## src/rtl/op_dispatcher_pkg.sv

```systemverilog
// Shared types and constants for the opcode dispatcher: op record, handler indices,
// opcode-to-handler mapping and servo positions.
package op_dispatcher_pkg;

   localparam int unsigned OPCODE_W      = 8;
   localparam int unsigned ARG_W         = 16;
   localparam int unsigned HANDLER_IDX_W = 2;

   localparam logic [HANDLER_IDX_W-1:0] HANDLER_META  = 2'd0;
   localparam logic [HANDLER_IDX_W-1:0] HANDLER_MOVE  = 2'd1;
   localparam logic [HANDLER_IDX_W-1:0] HANDLER_LINE  = 2'd2;
   localparam logic [HANDLER_IDX_W-1:0] HANDLER_SERVO = 2'd3;

   localparam logic [OPCODE_W-1:0] OPC_NOP      = 8'h00;
   localparam logic [OPCODE_W-1:0] OPC_HOME     = 8'h01;
   localparam logic [OPCODE_W-1:0] OPC_MOVE     = 8'h10;
   localparam logic [OPCODE_W-1:0] OPC_LINE     = 8'h11;
   localparam logic [OPCODE_W-1:0] OPC_PEN_UP   = 8'h20;
   localparam logic [OPCODE_W-1:0] OPC_PEN_DOWN = 8'h21;

   localparam logic SERVO_POS_UP   = 1'b1;
   localparam logic SERVO_POS_DOWN = 1'b0;

   typedef struct packed {
      logic [OPCODE_W-1:0] opcode;
      logic [ARG_W-1:0]    x;
      logic [ARG_W-1:0]    y;
      logic [ARG_W-1:0]    feed;
   } op_st_t;

   // Returns {valid, idx}; valid=0 means the opcode has no handler.
   function automatic logic [HANDLER_IDX_W:0] opcode_to_handler(
      input logic [OPCODE_W-1:0] opcode
   );
      logic [HANDLER_IDX_W:0] res;
      case (opcode)
         OPC_NOP, OPC_HOME:         res = {1'b1, HANDLER_META};
         OPC_MOVE:                  res = {1'b1, HANDLER_MOVE};
         OPC_LINE:                  res = {1'b1, HANDLER_LINE};
         OPC_PEN_UP, OPC_PEN_DOWN:  res = {1'b1, HANDLER_SERVO};
         default:                   res = {1'b0, HANDLER_META};
      endcase
      return res;
   endfunction

endpackage

```

## src/rtl/op_dispatcher_fsm.sv

```systemverilog
// Dispatcher control: accepts ops, selects a handler, triggers it and waits for done
// under a watchdog. Everything advances only on clk_en ticks.
module op_dispatcher_fsm
   import op_dispatcher_pkg::*;
#(
   parameter int unsigned NUM_HANDLERS = 4,
   parameter int unsigned TIMEOUT      = 2**20
) (
   input  logic                     clk_i,
   input  logic                     reset_i,
   input  logic                     clk_en_i,
   input  logic                     op_valid_i,
   input  op_st_t                   op_i,
   input  logic [NUM_HANDLERS-1:0]  h_rdy_i,
   input  logic [NUM_HANDLERS-1:0]  h_done_i,
   output logic                     op_rdy_o,
   output logic                     busy_o,
   output logic                     trigger_o,
   output op_st_t                   h_op_o,
   output logic [HANDLER_IDX_W-1:0] sel_o,
   output logic                     err_unknown_o,
   output logic                     err_timeout_o
);

   localparam int unsigned CntW = (TIMEOUT > 0) ? $clog2(TIMEOUT + 1) : 1;

   localparam logic [1:0] StIdle    = 2'd0;
   localparam logic [1:0] StWaitRdy = 2'd1;
   localparam logic [1:0] StTrigger = 2'd2;
   localparam logic [1:0] StBusy    = 2'd3;

   logic [1:0]               state_q, state_d;
   logic [HANDLER_IDX_W-1:0] sel_q, sel_d;
   op_st_t                   op_q, op_d;
   logic [CntW-1:0]          cnt_q, cnt_d;
   logic                     err_unknown_q, err_unknown_d;
   logic                     err_timeout_q, err_timeout_d;
   logic [HANDLER_IDX_W:0]   map;

   always_comb begin
      state_d       = state_q;
      sel_d         = sel_q;
      op_d          = op_q;
      cnt_d         = cnt_q;
      err_unknown_d = err_unknown_q;
      err_timeout_d = err_timeout_q;
      map           = opcode_to_handler(op_i.opcode);

      // Error flags are one-tick pulses; they hold while clk_en is low.
      if (clk_en_i) begin
         err_unknown_d = 1'b0;
         err_timeout_d = 1'b0;
         case (state_q)
            StIdle: begin
               if (op_valid_i) begin
                  op_d    = op_i;
                  state_d = StWaitRdy;
                  if (map[HANDLER_IDX_W] && (32'(map[HANDLER_IDX_W-1:0]) < NUM_HANDLERS)) begin
                     sel_d = map[HANDLER_IDX_W-1:0];
                  end else begin
                     sel_d         = '0;
                     err_unknown_d = 1'b1;
                  end
               end
            end
            StWaitRdy: begin
               if (h_rdy_i[sel_q]) state_d = StTrigger;
            end
            StTrigger: begin
               state_d = StBusy;
               cnt_d   = '0;
            end
            StBusy: begin
               if (h_done_i[sel_q]) begin
                  state_d = StIdle;
               end else if ((TIMEOUT != 0) && (cnt_q == CntW'(TIMEOUT - 1))) begin
                  state_d       = StIdle;
                  err_timeout_d = 1'b1;
               end else if (TIMEOUT != 0) begin
                  cnt_d = cnt_q + CntW'(1);
               end
            end
            default: state_d = StIdle;
         endcase
      end
   end

   always_ff @(posedge clk_i) begin
      if (reset_i) begin
         state_q       <= StIdle;
         sel_q         <= '0;
         op_q          <= '0;
         cnt_q         <= '0;
         err_unknown_q <= 1'b0;
         err_timeout_q <= 1'b0;
      end else begin
         state_q       <= state_d;
         sel_q         <= sel_d;
         op_q          <= op_d;
         cnt_q         <= cnt_d;
         err_unknown_q <= err_unknown_d;
         err_timeout_q <= err_timeout_d;
      end
   end

   assign op_rdy_o      = (state_q == StIdle);
   assign busy_o        = (state_q != StIdle);
   assign trigger_o     = (state_q == StTrigger);
   assign h_op_o        = op_q;
   assign sel_o         = sel_q;
   assign err_unknown_o = err_unknown_q;
   assign err_timeout_o = err_timeout_q;

endmodule

```

## src/rtl/op_dispatcher.sv

```systemverilog
// Routes decoded ops from the parser to one of several opcode handlers and muxes the
// selected handler's motor commands onto the shared motors port.
module op_dispatcher
   import op_dispatcher_pkg::*;
#(
   parameter int unsigned NUM_HANDLERS = 4,
   parameter int unsigned PULSE_W      = 16,
   parameter int unsigned TIMEOUT      = 2**20
) (
   input  logic                            clk,
   input  logic                            reset,
   input  logic                            clk_en,
   input  logic                            op_valid,
   output logic                            op_rdy,
   input  op_st_t                          op_in,
   output op_st_t                          h_op,
   output logic [NUM_HANDLERS-1:0]         h_trigger,
   input  logic [NUM_HANDLERS-1:0]         h_rdy,
   input  logic [NUM_HANDLERS-1:0]         h_done,
   input  logic [NUM_HANDLERS*PULSE_W-1:0] h_pulse_num_x,
   input  logic [NUM_HANDLERS*PULSE_W-1:0] h_pulse_num_y,
   input  logic [NUM_HANDLERS-1:0]         h_servo_pos,
   input  logic [NUM_HANDLERS-1:0]         h_motors_trig,
   output logic [NUM_HANDLERS-1:0]         h_motors_done,
   output logic [NUM_HANDLERS-1:0]         h_motors_rdy,
   output logic [PULSE_W-1:0]              m_pulse_num_x,
   output logic [PULSE_W-1:0]              m_pulse_num_y,
   output logic                            m_servo_pos,
   output logic                            m_trigger,
   input  logic                            m_done,
   input  logic                            m_rdy,
   output logic                            busy,
   output logic                            err_unknown,
   output logic                            err_timeout
);

   logic [HANDLER_IDX_W-1:0] sel;
   logic                     trigger;
   logic                     active;

   op_dispatcher_fsm #(
      .NUM_HANDLERS (NUM_HANDLERS),
      .TIMEOUT      (TIMEOUT)
   ) u_fsm (
      .clk_i         (clk),
      .reset_i       (reset),
      .clk_en_i      (clk_en),
      .op_valid_i    (op_valid),
      .op_i          (op_in),
      .h_rdy_i       (h_rdy),
      .h_done_i      (h_done),
      .op_rdy_o      (op_rdy),
      .busy_o        (active),
      .trigger_o     (trigger),
      .h_op_o        (h_op),
      .sel_o         (sel),
      .err_unknown_o (err_unknown),
      .err_timeout_o (err_timeout)
   );

   assign busy = active;

   // Outside IDLE the selected handler owns the motors; in IDLE they park at reset values.
   always_comb begin
      m_pulse_num_x = '0;
      m_pulse_num_y = '0;
      m_servo_pos   = SERVO_POS_UP;
      m_trigger     = 1'b0;
      h_trigger     = '0;
      h_motors_done = '0;
      h_motors_rdy  = '0;
      for (int unsigned i = 0; i < NUM_HANDLERS; i++) begin
         if (active && (32'(sel) == i)) begin
            m_pulse_num_x    = h_pulse_num_x[i*PULSE_W +: PULSE_W];
            m_pulse_num_y    = h_pulse_num_y[i*PULSE_W +: PULSE_W];
            m_servo_pos      = h_servo_pos[i];
            m_trigger        = h_motors_trig[i];
            h_motors_done[i] = m_done;
            h_motors_rdy[i]  = m_rdy;
            h_trigger[i]     = trigger;
         end
      end
   end

endmodule

```

## config.mk

```make
export PLATFORM = sky130hd
export DESIGN_NAME = op_dispatcher
export DESIGN_NICKNAME = d
export VERILOG_FILES = /design/src/rtl/op_dispatcher_pkg.sv /design/src/rtl/op_dispatcher_fsm.sv /design/src/rtl/op_dispatcher.sv
export SDC_FILE = /design/constraint.sdc
export NUM_CORES = 1
export LEC_CHECK = 0
export BUFFER_PORTS_ARGS = -buffer_cell sky130_fd_sc_hd__buf_4
export CORE_AREA = 2 2 121 123
export CTS_CLUSTER_SIZE = 12
export DETAILED_ROUTE_END_ITERATION = 8
export DIE_AREA = 0 0 123 125
export PLACE_DENSITY = 0.66
export SYNTH_ARGS = -nofsm -noshare
export SYNTH_HDL_FRONTEND = slang
export SYNTH_SLANG_ARGS = --single-unit
```

## constraint.sdc

```tcl
create_clock -name clk -period 2.3 [get_ports clk]
set_input_delay 0.46 -clock clk [delete_from_list [all_inputs] [get_ports clk]]
set_output_delay 0.46 -clock clk [all_outputs]
set_load 0.01 [all_outputs]
```

# Word level (Yosys, flattened, before mapping)
# Index checks and enable logic that the tools add are counted.
# totals
register_bits	83
latch_bits	0
ramBits	0
romBits	0
in_bits	206
out_inout_bits	106
elab_cells	90
mem_count	0
# op_classes
n_addsub	1
mul	0
n_div	0
magnitude_cmp	1
n_eq_ne	17
n_shift	0
n_mux	48
bitwise	0
n_reduce_logical	14
# ops
op	n
$mux 16	8
$mux 21	2
$pmux 21 s2	1
$mux 1	28
$add 21x1->21 const B	1
$eq 21x20->1 const B	1
$eq 8x5->1 const B	2
$eq 8x6->1 const B	2
$pmux 3 s4	1
$mux 2	5
$eq 2x2->1 const B	4
$eq 8x1->1 const B	1
$logic_not 8->1	1
$pmux 2 s4	1
$reduce_and 4->1	2
$ne 2x2->1 const B	3
$bmux 1 s2	2
$eq 2x1->1 const B	2
$logic_and 1x1->1	4
$logic_not 2->1	2
$reduce_bool 2->1	2
$reduce_or 2->1	2
$lt 2x3->1 const B	1
$ne 3x1->1 const B	1
2 further kinds	2

# Logic depth before layout (Yosys ltp)
# Gate-level depths: netlist (run 1).
# depth
word_depth	6
mapped_depth	8
mapped_depth_nobuf	7

# Hierarchy
# From an unflattened synthesis (run 1), not the netlist that was laid out.
# unflattened
hier_cells	570
area_unflattened_um2	4645.7
# by_module_without_submodules
mod	instances	cells_each	area_each_um2	seq_area_each_um2
op_dispatcher_fsm	1	436	3493.4	1661.6
op_dispatcher	1	134	1152.4	0.0

# Worst setup path before layout (run 1)
# OpenSTA, ideal clock, no wires.
# synth_path
path_type	register to output
start	register u_fsm.state_q[0]
end	output port m_pulse_num_x[10]
arrival_ns	1.488
required_ns	1.840
setup_slack_ns	0.352
path_stages_with_launch	7
n_path_buf	2
path_cell_list	dfxtp_1 > inv_1 > ha_1 > inv_1 > clkbuf_1 > clkbuf_1 > and2_1
# synth_between
elab_chain_len	6
elab_cells_between_ends	9
classes_between	4 x mux; 5 x reduce/logical
# synth_lines
item	line_no	source
start: declaration	op_dispatcher_fsm.sv:32	logic [1:0] state_q, state_d;
start signal: assignment	op_dispatcher_fsm.sv:90	state_q <= StIdle;
start signal: assignment	op_dispatcher_fsm.sv:97	state_q <= state_d;
$reduce_bool 2->1 (*)	op_dispatcher_fsm.sv:107	assign busy_o = (state_q != StIdle);
via busy	op_dispatcher.sv:32	output logic busy,
$logic_and 1x1->1	op_dispatcher.sv:73	if (active && (32'(sel) == i)) begin
$mux 16 (3 in series)	op_dispatcher.sv:73	
$mux 16 (*)	op_dispatcher.sv:73	
end: declaration	op_dispatcher.sv:26	output logic [PULSE_W-1:0] m_pulse_num_x,
# The timed path passes the listed nets; every way through them passes the cells marked *.

# Final worst setup path (run 1)
# layout_path
start	register u_fsm.sel_q[0], in the netlist u_fsm.sel_o[0]
end	output port m_pulse_num_x[7]
# layout_between
elab_chain_len	6
elab_cells_between_ends	12
classes_between	3 x eq/ne; 4 x mux; 5 x reduce/logical
# layout_lines
item	line_no	source
start: declaration	op_dispatcher_fsm.sv:33	logic [HANDLER_IDX_W-1:0] sel_q, sel_d;
start signal: assignment	op_dispatcher_fsm.sv:98	sel_q <= sel_d;
$logic_not 2->1	op_dispatcher.sv:73	
$logic_and 1x1->1	op_dispatcher.sv:73	
$mux 16 (3 in series)	op_dispatcher.sv:73	
$mux 16 (*)	op_dispatcher.sv:73	
# Every way passes the cells marked *; elsewhere a longest branch is shown, timed or not.

==> results of run 1 <==
-- worst paths after layout --
path                                     start                             to  slack, ns  cells past startpoint
hold reg to reg   u_fsm.h_op_o[5]$_SDFFE_PP0P_   u_fsm.h_op_o[5]$_SDFFE_PP0P_       0.45                      2
setup reg to reg   u_fsm.sel_o[0]$_SDFFE_PP0P_   u_fsm.cnt_q[14]$_SDFFE_PP0P_       0.12                      6
setup / recovery   u_fsm.sel_o[0]$_SDFFE_PP0P_               m_pulse_num_x[7]       0.03                      4
hold / removal                       op_in[27]  u_fsm.h_op_o[27]$_SDFFE_PP0P_       0.36                      3
-- through the flow --
| stage | TNS, ns | util | power [mW] |
|---|---|---|---|
| floorplan | 0 | - | 1.89 |
| global placement | 0 | 0.506 | 2.43 |
| detailed placement | 0 | 0.506 | 2.44 |
| CTS | 0 | 0.532 | 4.01 |
| global route | -0.0782 | 0.539 | 4.18 |
| finish | 0 | 0.539 | 4.01 |
-- synthesized netlist by cell type, drive strengths merged (2+ instances only) --
cell	instances	area, sq um
nand2	136	510
dfxtp	83	1660
a21oi	74	370
mux4	36	811
and2	35	219
clkbuf	30	113
nor2	16	60.1
nand3	14	70.1
a31oi	13	81.3
inv	11	41.3
nor3	10	50.1
buf	9	55.1
o21ai	9	45.0
nand2b	7	43.8
and3	5	31.3
ha	5	62.6
nand4	5	31.3
nor2b	4	32.5
o211ai	4	30.0
nor3b	3	27.5
nor4	3	18.8
or3	3	23.8
a21boi	2	18.8
o31ai	2	15.0
or2	2	12.5
or4	2	15.0
-- timing repair --
item / CTS / global route
pin swaps: 1 / 13
gates resized for setup: 5 / 24
hold buffers: 0 / 0
setup buffers: 0 / 1
setup endpoints to repair: 30 / 47
gates cloned: 1 / 1
hold endpoints to repair: 0 / 0
-- cells by family (layout without fill, tap and decap cells) --
group / Yosys count / after routing / share of synthesized area
compound gates: 115 / 115 / 0.147
fa+ha+maj: 5 / 5 / 0.0136
buf+inv: 50 / 359 / 0.0454
flops: 83 / 83 / 0.361
mux: 37 / 37 / 0.179
simple gates: 248 / 248 / 0.254
-- sequential cells by signal, summed over array words and instances (netlist names) --
register / flops
u_fsm.state_q: 2
u_fsm.h_op_o: 56
u_fsm.sel_o: 2
u_fsm.err_unknown_o: 1
u_fsm.err_timeout_o: 1
u_fsm.cnt_q: 21
-- cell type report --
| type | instances | area (sq um) | area share |
|---|---|---|---|
| Clock buffer | 9 | 225 | 0.0294 |
| Clock inverter | 7 | 98.8 | 0.0129 |
| Inverter | 11 | 41.3 | 0.00539 |
| Multi-Input combinational cell | 405 | 2800 | 0.365 |
| Sequential cell | 83 | 1670 | 0.218 |
| Tap cell | 184 | 230 | 0.0301 |
| Timing Repair Buffer | 332 | 2600 | 0.339 |
-- metal layers --
metal  share of wire  global-route usage  up-vias
met1            0.39               0.251     2345
met4           0.020              0.0689        0
met5               0                   0        -
li1                -                   -     2508
met2            0.49               0.364      198
met3            0.11              0.0766       27
-- power groups by stage --
stage                     Sequential, mW  Combinational, mW  Clock [mW]
after detailed placement            1.56              0.880           0
after CTS                           1.53              0.887        1.60
after floorplan                     1.58              0.309           0
final                               1.53              0.909        1.58
after global placement              1.56              0.874           0
after global routing                1.53              0.989        1.66
-- worst reg2reg max path: stages (launching register included) --
cell and delay [ns]:
dfxtp_4 0.45, buf_4 0.15, mux4_2 0.57, nor2b_4 0.20
o311a_1 0.26, nor2_1 0.10, a221o_1 0.34
==> summary.txt, run 1 <==
Run status
  • Outcome: finished clean

Global routing
  • Number of global-route vias before repair: 5197
  • Largest net degree at the start of global routing: 59
  • Congestion Overflow GR: 0
  • Antenna violations before repair: 0
  • Gr usage total: 0.215
  • Wire length of the first global-routing pass: 26100 um

Power
  • Comb power frac: 0.227
  • Maximum VDD drop: 0.455 mV
  • P_int: 2.99 mW
  • P_sw: 1.02 mW
  • Reg power frac: 0.380
  • Leakage power figure: 3.31 nW
  • Clk pwr share: 0.393
  • Sw Share: 0.254
  • Pwr/cell area: 524 nW/um^2

Critical path
  • Critical Path End Type: output port
  • Worst path required time: 1.84 ns
  • Slowest CP cell: mux4_2
  • WP buf/inv: 2
  • Cell family with most CP delay: multiplexers
  • Slowest stage delay, CP: 0.51 ns
  • CP Launch Type: register
  • Crit path max fanout: 9
  • Critical path data arrival time: 1.81 ns
  • WS Path Type: register to output port
  • Crit-path cells: clkbuf_16 -> mux4_2 -> and2_4 -> buf_4

Layout
  • Layout cells sized above 1: 0.494
  • Finished Layout Cells: 1031
  • Total Nets Final: 1053
  • Most common cell after layout, fill and taps aside: buf_4
  • Most frequent cells in the layout: buf_4, nand2_1, dfxtp_1
  • Layout fillers: 1378
  • Final instance area: 7660 sq um
  • Number of diodes: 0
  • Area grow syn2layout: 66.4%

Flow run
  • MaxCap Viol Count: 0

Timing
  • RSZ-0062 raised after global routing: yes
  • Count of pins over their slew limit: 0
  • Relative slew margins: 0.585
  • Clock Skews: 0.00622 ns
  • Hold WS: 0.362 ns
  • Fin worst setup slack: 0.0346 ns
  • Final hold violation count: 0
  • Final setup violation count: 0
  • Achievable clock frequency: 0.441 GHz
  • Final min period: 2.27 ns
  • Worst Tran Pin Value: 0.617 ns
  • Fin crit share: 0.985

Placement
  • PortBufs: 311
  • DP Cell Count: 1012
  • Pre-CTS setup slack: 0.140 ns
  • Final HPWL DP: 13200 um
  • Placed Instance Area: 7190 sq um
  • Placer Congestion: 0.874

Routing
  • Iter 0 DRT Violations: 205
  • DRC Markers: 0
  • Drt via density: 4.93
  • Total number of vias: 5078
  • Routed len/inst: 16.3 um
  • Pre-antenna DRT Iters: 4
  • Post-route ant nets: 0
  • WL final: 16900 um

Floorplan
  • Io pins: 312
  • Starting Density: 0.324
  • Total die area: 15400 sq um
  • Core area: 14200 sq um
  • Die span in x: 123 um
  • Die Ht: 125 um
  • Core Rows: 44

Clock tree
  • Clock sinks: 83
  • Num CTS Buffers: 9
  • CTS H-tree depth: 3
  • Deepest clock path buffer count: 2
  • Clock latency on the worst-skew pair: 0.34 ns
  • Clk slew on worst S/H paths: 0.07 ns
  • CTS tree: yes
  • CTS root buf: clkbuf_16

Yosys
  • #FFs+latches synth: 83
  • Cells after synthesis: 538
  • Synth Flop Type: dfxtp_1
  • Yosys cell types: 47
  • Syn avg cell area: 8.55 sq um
  • EDFF count, synth: 0
  • Ys async rst share: 0
  • Register area share after synthesis: 0.361
  • Synth Net Count: 749
  • Synthesized area: 4600 sq um
  • YS warnings: 0

Worst hold path
  • Worst Hold Class: input pin to register
(Power assumes the default switching activity.)
==> run 2: changes to the inputs <==
--- a/config.mk
+++ b/config.mk
@@ -11,6 +11,7 @@
 export DETAILED_ROUTE_END_ITERATION = 8
 export DIE_AREA = 0 0 123 125
 export PLACE_DENSITY = 0.66
+export REMOVE_ABC_BUFFERS = 1
 export SYNTH_ARGS = -nofsm -noshare
 export SYNTH_HDL_FRONTEND = slang
 export SYNTH_SLANG_ARGS = --single-unit
==> constraint.sdc (replaced) <==
create_clock -name clk -period 2.6 [get_ports clk]
set_input_delay 0.52 -clock clk [delete_from_list [all_inputs] [get_ports clk]]
set_output_delay 0.52 -clock clk [all_outputs]
set_load 0.01 [all_outputs]
==> summary.txt, run 2 (same netlist as run 1, synthesis figures left out) <==
Timing
  • Final hold violation count: 0
  • Relative slew margins: 0.448
  • Final setup violation count: 0
  • Hold WS: 0.429 ns
  • Worst Tran Pin Value: 0.821 ns
  • Fin crit share: 0.950
  • Clock Skews: 0.00894 ns
  • Final min period: 2.47 ns
  • Setup TNS: 0 ns
  • Achievable clock frequency: 0.405 GHz
  • Count of pins over their slew limit: 0
  • RSZ-0062 raised after global routing: no

Power
  • Sw Share: 0.251
  • Pwr/cell area: 467 nW/um^2
  • Leakage power figure: 3.27 nW
  • P_int: 2.65 mW
  • Total power: 3.53 mW
  • Clk pwr share: 0.395
  • Reg power frac: 0.382
  • Maximum VDD drop: 0.273 mV
  • Comb power frac: 0.223
  • P_sw: 0.887 mW

Critical path
  • Reg2reg path depth: 6
  • Reg2reg end: u_fsm.cnt_q[15]$_SDFFE_PP0P_
  • Reg2reg start: u_fsm.cnt_q[1]$_SDFFE_PP0P_
  • Crit path to: m_pulse_num_x[0]
  • Flop2flop setup slack: 0.36 ns
  • CP Launch Type: register
  • Worst path most repeated cell: buf_12
  • Crit path max fanout: 20
  • Slowest stage delay, CP: 0.52 ns
  • Slowest CP cell: mux4_2
  • Crit-path cells: buf_12 -> buf_12 -> mux4_2 -> and2_1 -> buf_4
  • Critical path depth in cells: 5
  • Worst path required time: 2.08 ns
  • WP buf/inv: 3
  • WS Path Type: register to output port
  • Cell family with most CP delay: buffers and inverters
  • Critical path data arrival time: 1.95 ns
  • Critical path origin: u_fsm.sel_o[0]$_SDFFE_PP0P_
  • Critical Path End Type: output port

Global routing
  • Largest net degree at the start of global routing: 67
  • Gr usage total: 0.224
  • Number of global-route vias before repair: 5108
  • Antenna violations before repair: 0
  • Wire length of the first global-routing pass: 26600 um
  • Congestion Overflow GR: 0

Clock tree
  • Clock latency on the worst-skew pair: 0.33 ns
  • Resize count post-CTS: 0
  • CTS tree: yes
  • Clk slew on worst S/H paths: 0.07 ns
  • Deepest clock path buffer count: 2
  • Post-CTS setup buffer count: 0
  • CTS H-tree depth: 3
  • CTS root buf: clkbuf_16
  • Hold_buf cts: 0
  • Num CTS Buffers: 9
  • Clock sinks: 83

Placement
  • Placed Instance Area: 7240 sq um
  • Placer Congestion: 0.897
  • Final HPWL DP: 14400 um
  • PortBufs: 311

Layout
  • Max FFs per register: 56
  • Most frequent cells in the layout: buf_4, nand2_1, dfxtp_1
  • Multi-input gate area: 2740 sq um
  • Layout fillers: 1365
  • Total Nets Final: 1054
  • Layout cells sized above 1: 0.468
  • Most common cell after layout, fill and taps aside: buf_4
  • Final instance area: 7560 sq um
  • Area grow syn2layout: 64.4%
  • Number of diodes: 0
  • Storage element area: 1660 sq um

Floorplan
  • Core area: 14200 sq um
  • Core Rows: 44
  • Starting Density: 0.324
  • Io pins: 312
  • Die span in x: 123 um
  • Die Ht: 125 um
  • Total die area: 15400 sq um

Worst hold path
  • Worst Hold Class: input pin to register

Routing
  • Iter 0 DRT Violations: 306
  • DRC Markers: 0
  • Drt via density: 5.04
  • WL final: 18000 um
  • Routed len/inst: 17.4 um
  • Pre-antenna DRT Iters: 4
  • Post-route ant nets: 0
  • Total number of vias: 5204

Flow run
  • MaxCap Viol Count: 0

Run status
  • Outcome: finished clean
[run 2: cell count changes in the layout (fill, tap and decap cells not counted), moves of 2 or more]
cell,before,now
and2_4,17,0
buf_6,5,0
and2_1,18,35
buf_4,321,328
inv_6,3,1
[run 2: worst register-to-register path, delay by kind of cell (launching register included)]
family,cells,cell delay [ns]
flip-flops,1,0.39
adder cells (fa/ha/maj),1,0.23
AND/OR/NAND/NOR,3,0.51
AO/OA/AOI/OAI,2,1.00
[run 2: worst min path at each step]
stage                                        from                       endpoint  slack [ns]  cells after the start
floorplan            u_fsm.cnt_q[20]$_SDFFE_PP0P_   u_fsm.cnt_q[20]$_SDFFE_PP0P_        0.43                      2
global placement    u_fsm.h_op_o[24]$_SDFFE_PP0P_  u_fsm.h_op_o[24]$_SDFFE_PP0P_        0.44                      2
detailed placement  u_fsm.h_op_o[30]$_SDFFE_PP0P_  u_fsm.h_op_o[30]$_SDFFE_PP0P_        0.45                      2
CTS                                     op_in[30]  u_fsm.h_op_o[30]$_SDFFE_PP0P_        0.42                      3
global route                            op_in[30]  u_fsm.h_op_o[30]$_SDFFE_PP0P_        0.42                      3
finish                                  op_in[10]  u_fsm.h_op_o[10]$_SDFFE_PP0P_        0.43                      3
[run 2: routing by layer]
| layer | global-route usage | wire [um] | part of all wire | up-vias |
|---|---|---|---|---|
| met1 | 0.249 | 6620 | 0.37 | 2421 |
| met4 | 0.0896 | 556 | 0.031 | 0 |
| li1 | - | - | - | 2517 |
| met2 | 0.383 | 8810 | 0.49 | 232 |
| met3 | 0.0830 | 1970 | 0.11 | 34 |
| met5 | 0 | 0 | 0 | - |
[run 2: layout make-up]
| type | instances | area share |
|---|---|---|
| multi-input cells | 405 | 0.362 |
| repair buffers | 333 | 0.339 |
| flip-flops and latches | 83 | 0.220 |
| clock buffers | 11 | 0.0321 |
| well taps | 184 | 0.0304 |
| clock inverters | 5 | 0.0112 |
| inverters | 11 | 0.00546 |
[run 2: metrics by stage]
stage / utilization / instances / setup slack, ns
finish: 0.533 / 1032 / 0.131
CTS: 0.533 / 1032 / 0.113
global route: 0.533 / 1032 / 0.0567
detailed placement: 0.509 / 1016 / 0.373
global placement: 0.509 / 1016 / 0.432
floorplan: - / 499 / -0.728
[run 2: power by group through the flow]
stage                     Combinational, mW  Sequential, mW  Clock [mW]
final                                 0.786            1.35        1.40
after global routing                  0.846            1.36        1.47
after CTS                             0.796            1.35        1.42
after detailed placement              0.794            1.38           0
after global placement                0.789            1.38           0
after floorplan                       0.244            1.40           0
==> run 3: changes to the inputs <==
--- a/config.mk
+++ b/config.mk
@@ -5,12 +5,13 @@
 export SDC_FILE = /design/constraint.sdc
 export NUM_CORES = 1
 export LEC_CHECK = 0
+export ABC_AREA = 1
 export BUFFER_PORTS_ARGS = -buffer_cell sky130_fd_sc_hd__buf_4
-export CORE_AREA = 2 2 121 123
+export CORE_AREA = 2 2 123 125
 export CTS_CLUSTER_SIZE = 12
 export DETAILED_ROUTE_END_ITERATION = 8
-export DIE_AREA = 0 0 123 125
-export PLACE_DENSITY = 0.66
+export DIE_AREA = 0 0 125 127
+export PLACE_DENSITY = 0.65
 export REMOVE_ABC_BUFFERS = 1
 export SYNTH_ARGS = -nofsm -noshare
 export SYNTH_HDL_FRONTEND = slang
==> summary.txt, run 3 <==
Run status
  • Outcome: finished clean

Clock tree
  • Hold_buf cts: 0
  • Num CTS Buffers: 9
  • CTS H-tree depth: 3
  • CTS root buf: clkbuf_16
  • Clk slew on worst S/H paths: 0.07 ns
  • CTS tree: yes
  • Clock sinks: 83
  • Clock latency on the worst-skew pair: 0.34 ns
  • Deepest clock path buffer count: 2

Layout
  • Max FFs per register: 56
  • Layout fillers: 1487
  • Most common cell after layout, fill and taps aside: buf_4
  • Layout cells sized above 1: 0.337
  • Number of diodes: 0
  • Most frequent cells in the layout: buf_4, nand2_1, dfxtp_1
  • Total Nets Final: 1293
  • Area grow syn2layout: 59.5%

Routing
  • Iter 0 DRT Violations: 474
  • Drt via density: 4.91
  • Post-route ant nets: 0
  • WL final: 21700 um
  • Routed len/inst: 17.1 um
  • DRC Markers: 0
  • Total number of vias: 6240
  • Pre-antenna DRT Iters: 5

Power
  • Reg power frac: 0.376
  • Sw Share: 0.296
  • Maximum VDD drop: 0.441 mV
  • Pwr/cell area: 476 nW/um^2
  • Comb power frac: 0.262
  • Total power: 3.66 mW
  • P_int: 2.58 mW
  • P_sw: 1.09 mW
  • Clk pwr share: 0.362
  • Leakage power figure: 3.60 nW

Critical path
  • Slowest CP cell: dfxtp_2
  • Critical path data arrival time: 1.94 ns
  • Cell family with most CP delay: buffers and inverters
  • Slowest stage delay, CP: 0.34 ns
  • Critical path depth in cells: 9
  • Reg2reg path depth: 10
  • Reg2reg start: u_fsm.cnt_q[0]$_SDFFE_PP0P_
  • Critical Path End Type: output port
  • WP buf/inv: 5
  • CP Launch Type: register
  • Flop2flop setup slack: 0.59 ns
  • Reg2reg end: u_fsm.cnt_q[15]$_SDFFE_PP0P_
  • WS Path Type: register to output port
  • Worst path most repeated cell: inv_1
  • Crit path max fanout: 21
  • Crit-path cells: inv_1 -> ha_2 -> inv_6 -> nand3_1 -> inv_1 -> buf_8 -> nand2_1 -> nand4_1 -> buf_4
  • Worst path required time: 2.08 ns

Yosys
  • Synth top area share: 0.344
  • Yosys cell types: 27
  • Cells after synthesis: 789
  • EDFF count, synth: 0
  • Syn avg cell area: 6.12 sq um
  • Synth Flop Type: dfxtp_1
  • Ys async rst share: 0
  • YS warnings: 0
  • Cell taking the most area after synthesis: dfxtp_1
  • Largest cells by area after synthesis: dfxtp_1, nand2_1, nand4_1
  • #FFs+latches synth: 83
  • Commonest cells post-synth: nand2_1, dfxtp_1, a21oi_1, nor2_1, nand4_1
  • Register area share after synthesis: 0.344
  • Most common cell in the netlist: nand2_1
  • Synthesized area: 4830 sq um

Floorplan
  • Total die area: 15900 sq um
  • Die span in x: 125 um
  • Starting Density: 0.335
  • Core Rows: 44
  • Io pins: 312
  • Core area: 14400 sq um
  • Die Ht: 127 um

Timing
  • Achievable clock frequency: 0.406 GHz
  • Final min period: 2.46 ns
  • Worst Tran Pin Value: 0.754 ns
  • Setup TNS: 0 ns
  • Clock Skews: 0.00828 ns
  • RSZ-0062 raised after global routing: no
  • Relative slew margins: 0.497
  • Fin crit share: 0.947
  • Count of pins over their slew limit: 0
  • Final setup violation count: 0
  • Final hold violation count: 0

Global routing
  • Congestion Overflow GR: 0
  • Gr usage total: 0.262
  • Number of global-route vias before repair: 5953
  • Largest net degree at the start of global routing: 63
  • Antenna violations before repair: 0
  • Wire length of the first global-routing pass: 32900 um

Placement
  • Final HPWL DP: 17200 um
  • Placer Congestion: 0.933
  • PortBufs: 311

Worst hold path
  • Hold Path End: u_fsm.err_timeout_o$_SDFFE_PP0P_
  • Worst Hold Class: input pin to register
  • Hold Crit Start: clk_en
  • Hold Path Cell Cnt: 2

Flow run
  • MaxCap Viol Count: 0
## run 3: cell types whose count changed in the layout (fill, tap and decap cells not counted), moves of 5 or more
| cell | delta |
|---|---|
| a21oi_1 | -5 |
| a31oi_1 | -13 |
| and2_1 | -35 |
| inv_1 | +44 |
| mux4_2 | -36 |
| nand2_1 | +172 |
| nand2b_1 | -7 |
| nand3_1 | +42 |
| nand4_1 | +55 |
| nor2_1 | +52 |
| nor3_1 | -5 |
## run 3: logic make-up after synthesis
family	count (synthesis)	synth area share
buffers and inverters	106	0.0876
adders and majority gates	5	0.0130
and+or+nand+nor	508	0.460
DFF	83	0.344
AOI/OAI and AO/OA	87	0.0952
## run 3: worst reg2reg max path, stage by stage, from the launching register on
cell and delay, ns:
dfxtp_1 0.39, ha_1 0.18, nand2_1 0.10, nor2_4 0.20
nand2_4 0.11, nor2_8 0.16, nand3_4 0.26, nand3_4 0.30
nand2_1 0.09, nand2_1 0.07, nor2_1 0.06
## run 3: layout make-up
type | count | area, sq um | area share
repair buffers | 329 | 2510 | 0.326
multi-input cells | 600 | 2760 | 0.358
well taps | 184 | 230 | 0.0299
flip-flops and latches | 83 | 1660 | 0.216
clock buffers | 9 | 225 | 0.0293
inverters | 59 | 226 | 0.0294
clock inverters | 7 | 81.3 | 0.0106
## run 3: worst max-delay path by stage
| stage | slack [ns] | start | to |
|---|---|---|---|
| 2_1_floorplan | -1.11 | u_fsm.state_q[0]$_SDFFE_PP0P_ | u_fsm.h_op_o[48]$_SDFFE_PP0P_ |
| 3_3_place_gp | 0.30 | u_fsm.state_q[0]$_SDFFE_PP0P_ | m_pulse_num_x[0] |
| 3_5_place_dp | 0.25 | u_fsm.state_q[0]$_SDFFE_PP0P_ | m_servo_pos |
| 4_1_cts | 0.04 | u_fsm.state_q[0]$_SDFFE_PP0P_ | m_servo_pos |
| 5_1_grt | 0.04 | u_fsm.state_q[1]$_SDFFE_PP0P_ | m_servo_pos |
| 6_report | 0.14 | u_fsm.state_q[1]$_SDFFE_PP0P_ | m_pulse_num_x[1] |
## run 3: what timing repair did
action                                  CTS  global route
cloned                                    0             0
pin swaps                                 0             0
endpoints found under the setup margin   29            29
setup buffers                             0             0
gates resized for setup                   2             7
endpoints found under the hold margin     0             0
## run 3: layer usage
layer | global-route usage | share of wire | vias up
met5 | 0 | 0 | -
li1 | - | - | 3147
met1 | 0.327 | 0.41 | 2752
met2 | 0.438 | 0.47 | 298
met3 | 0.0662 | 0.088 | 43
met4 | 0.102 | 0.034 | 0
## run 3: power by group through the flow
stage | Clock [mW] | Sequential [mW] | Combinational, mW
2_1_floorplan | 0 | 1.42 | 0.321
3_3_place_gp | 0 | 1.40 | 0.955
3_5_place_dp | 0 | 1.40 | 0.956
4_1_cts | 1.35 | 1.38 | 0.962
5_1_grt | 1.41 | 1.39 | 1.04
6_report | 1.33 | 1.38 | 0.960
## run 3: metrics by stage
| stage | hold slack (ns) | worst slack [ns] | utilization | instances | cell area [sq um] |
|---|---|---|---|---|---|
| 4_1_cts | 0.411 | 0.0376 | 0.532 | 1271 | 7670 |
| 3_5_place_dp | 0.459 | 0.250 | 0.510 | 1255 | 7360 |
| 6_report | 0.418 | 0.137 | 0.533 | 1271 | 7690 |
| 3_3_place_gp | 0.452 | 0.300 | 0.510 | 1255 | 7360 |
| 5_1_grt | 0.418 | 0.0435 | 0.533 | 1271 | 7690 |
| 2_1_floorplan | 0.465 | -1.11 | - | 742 | 4620 |
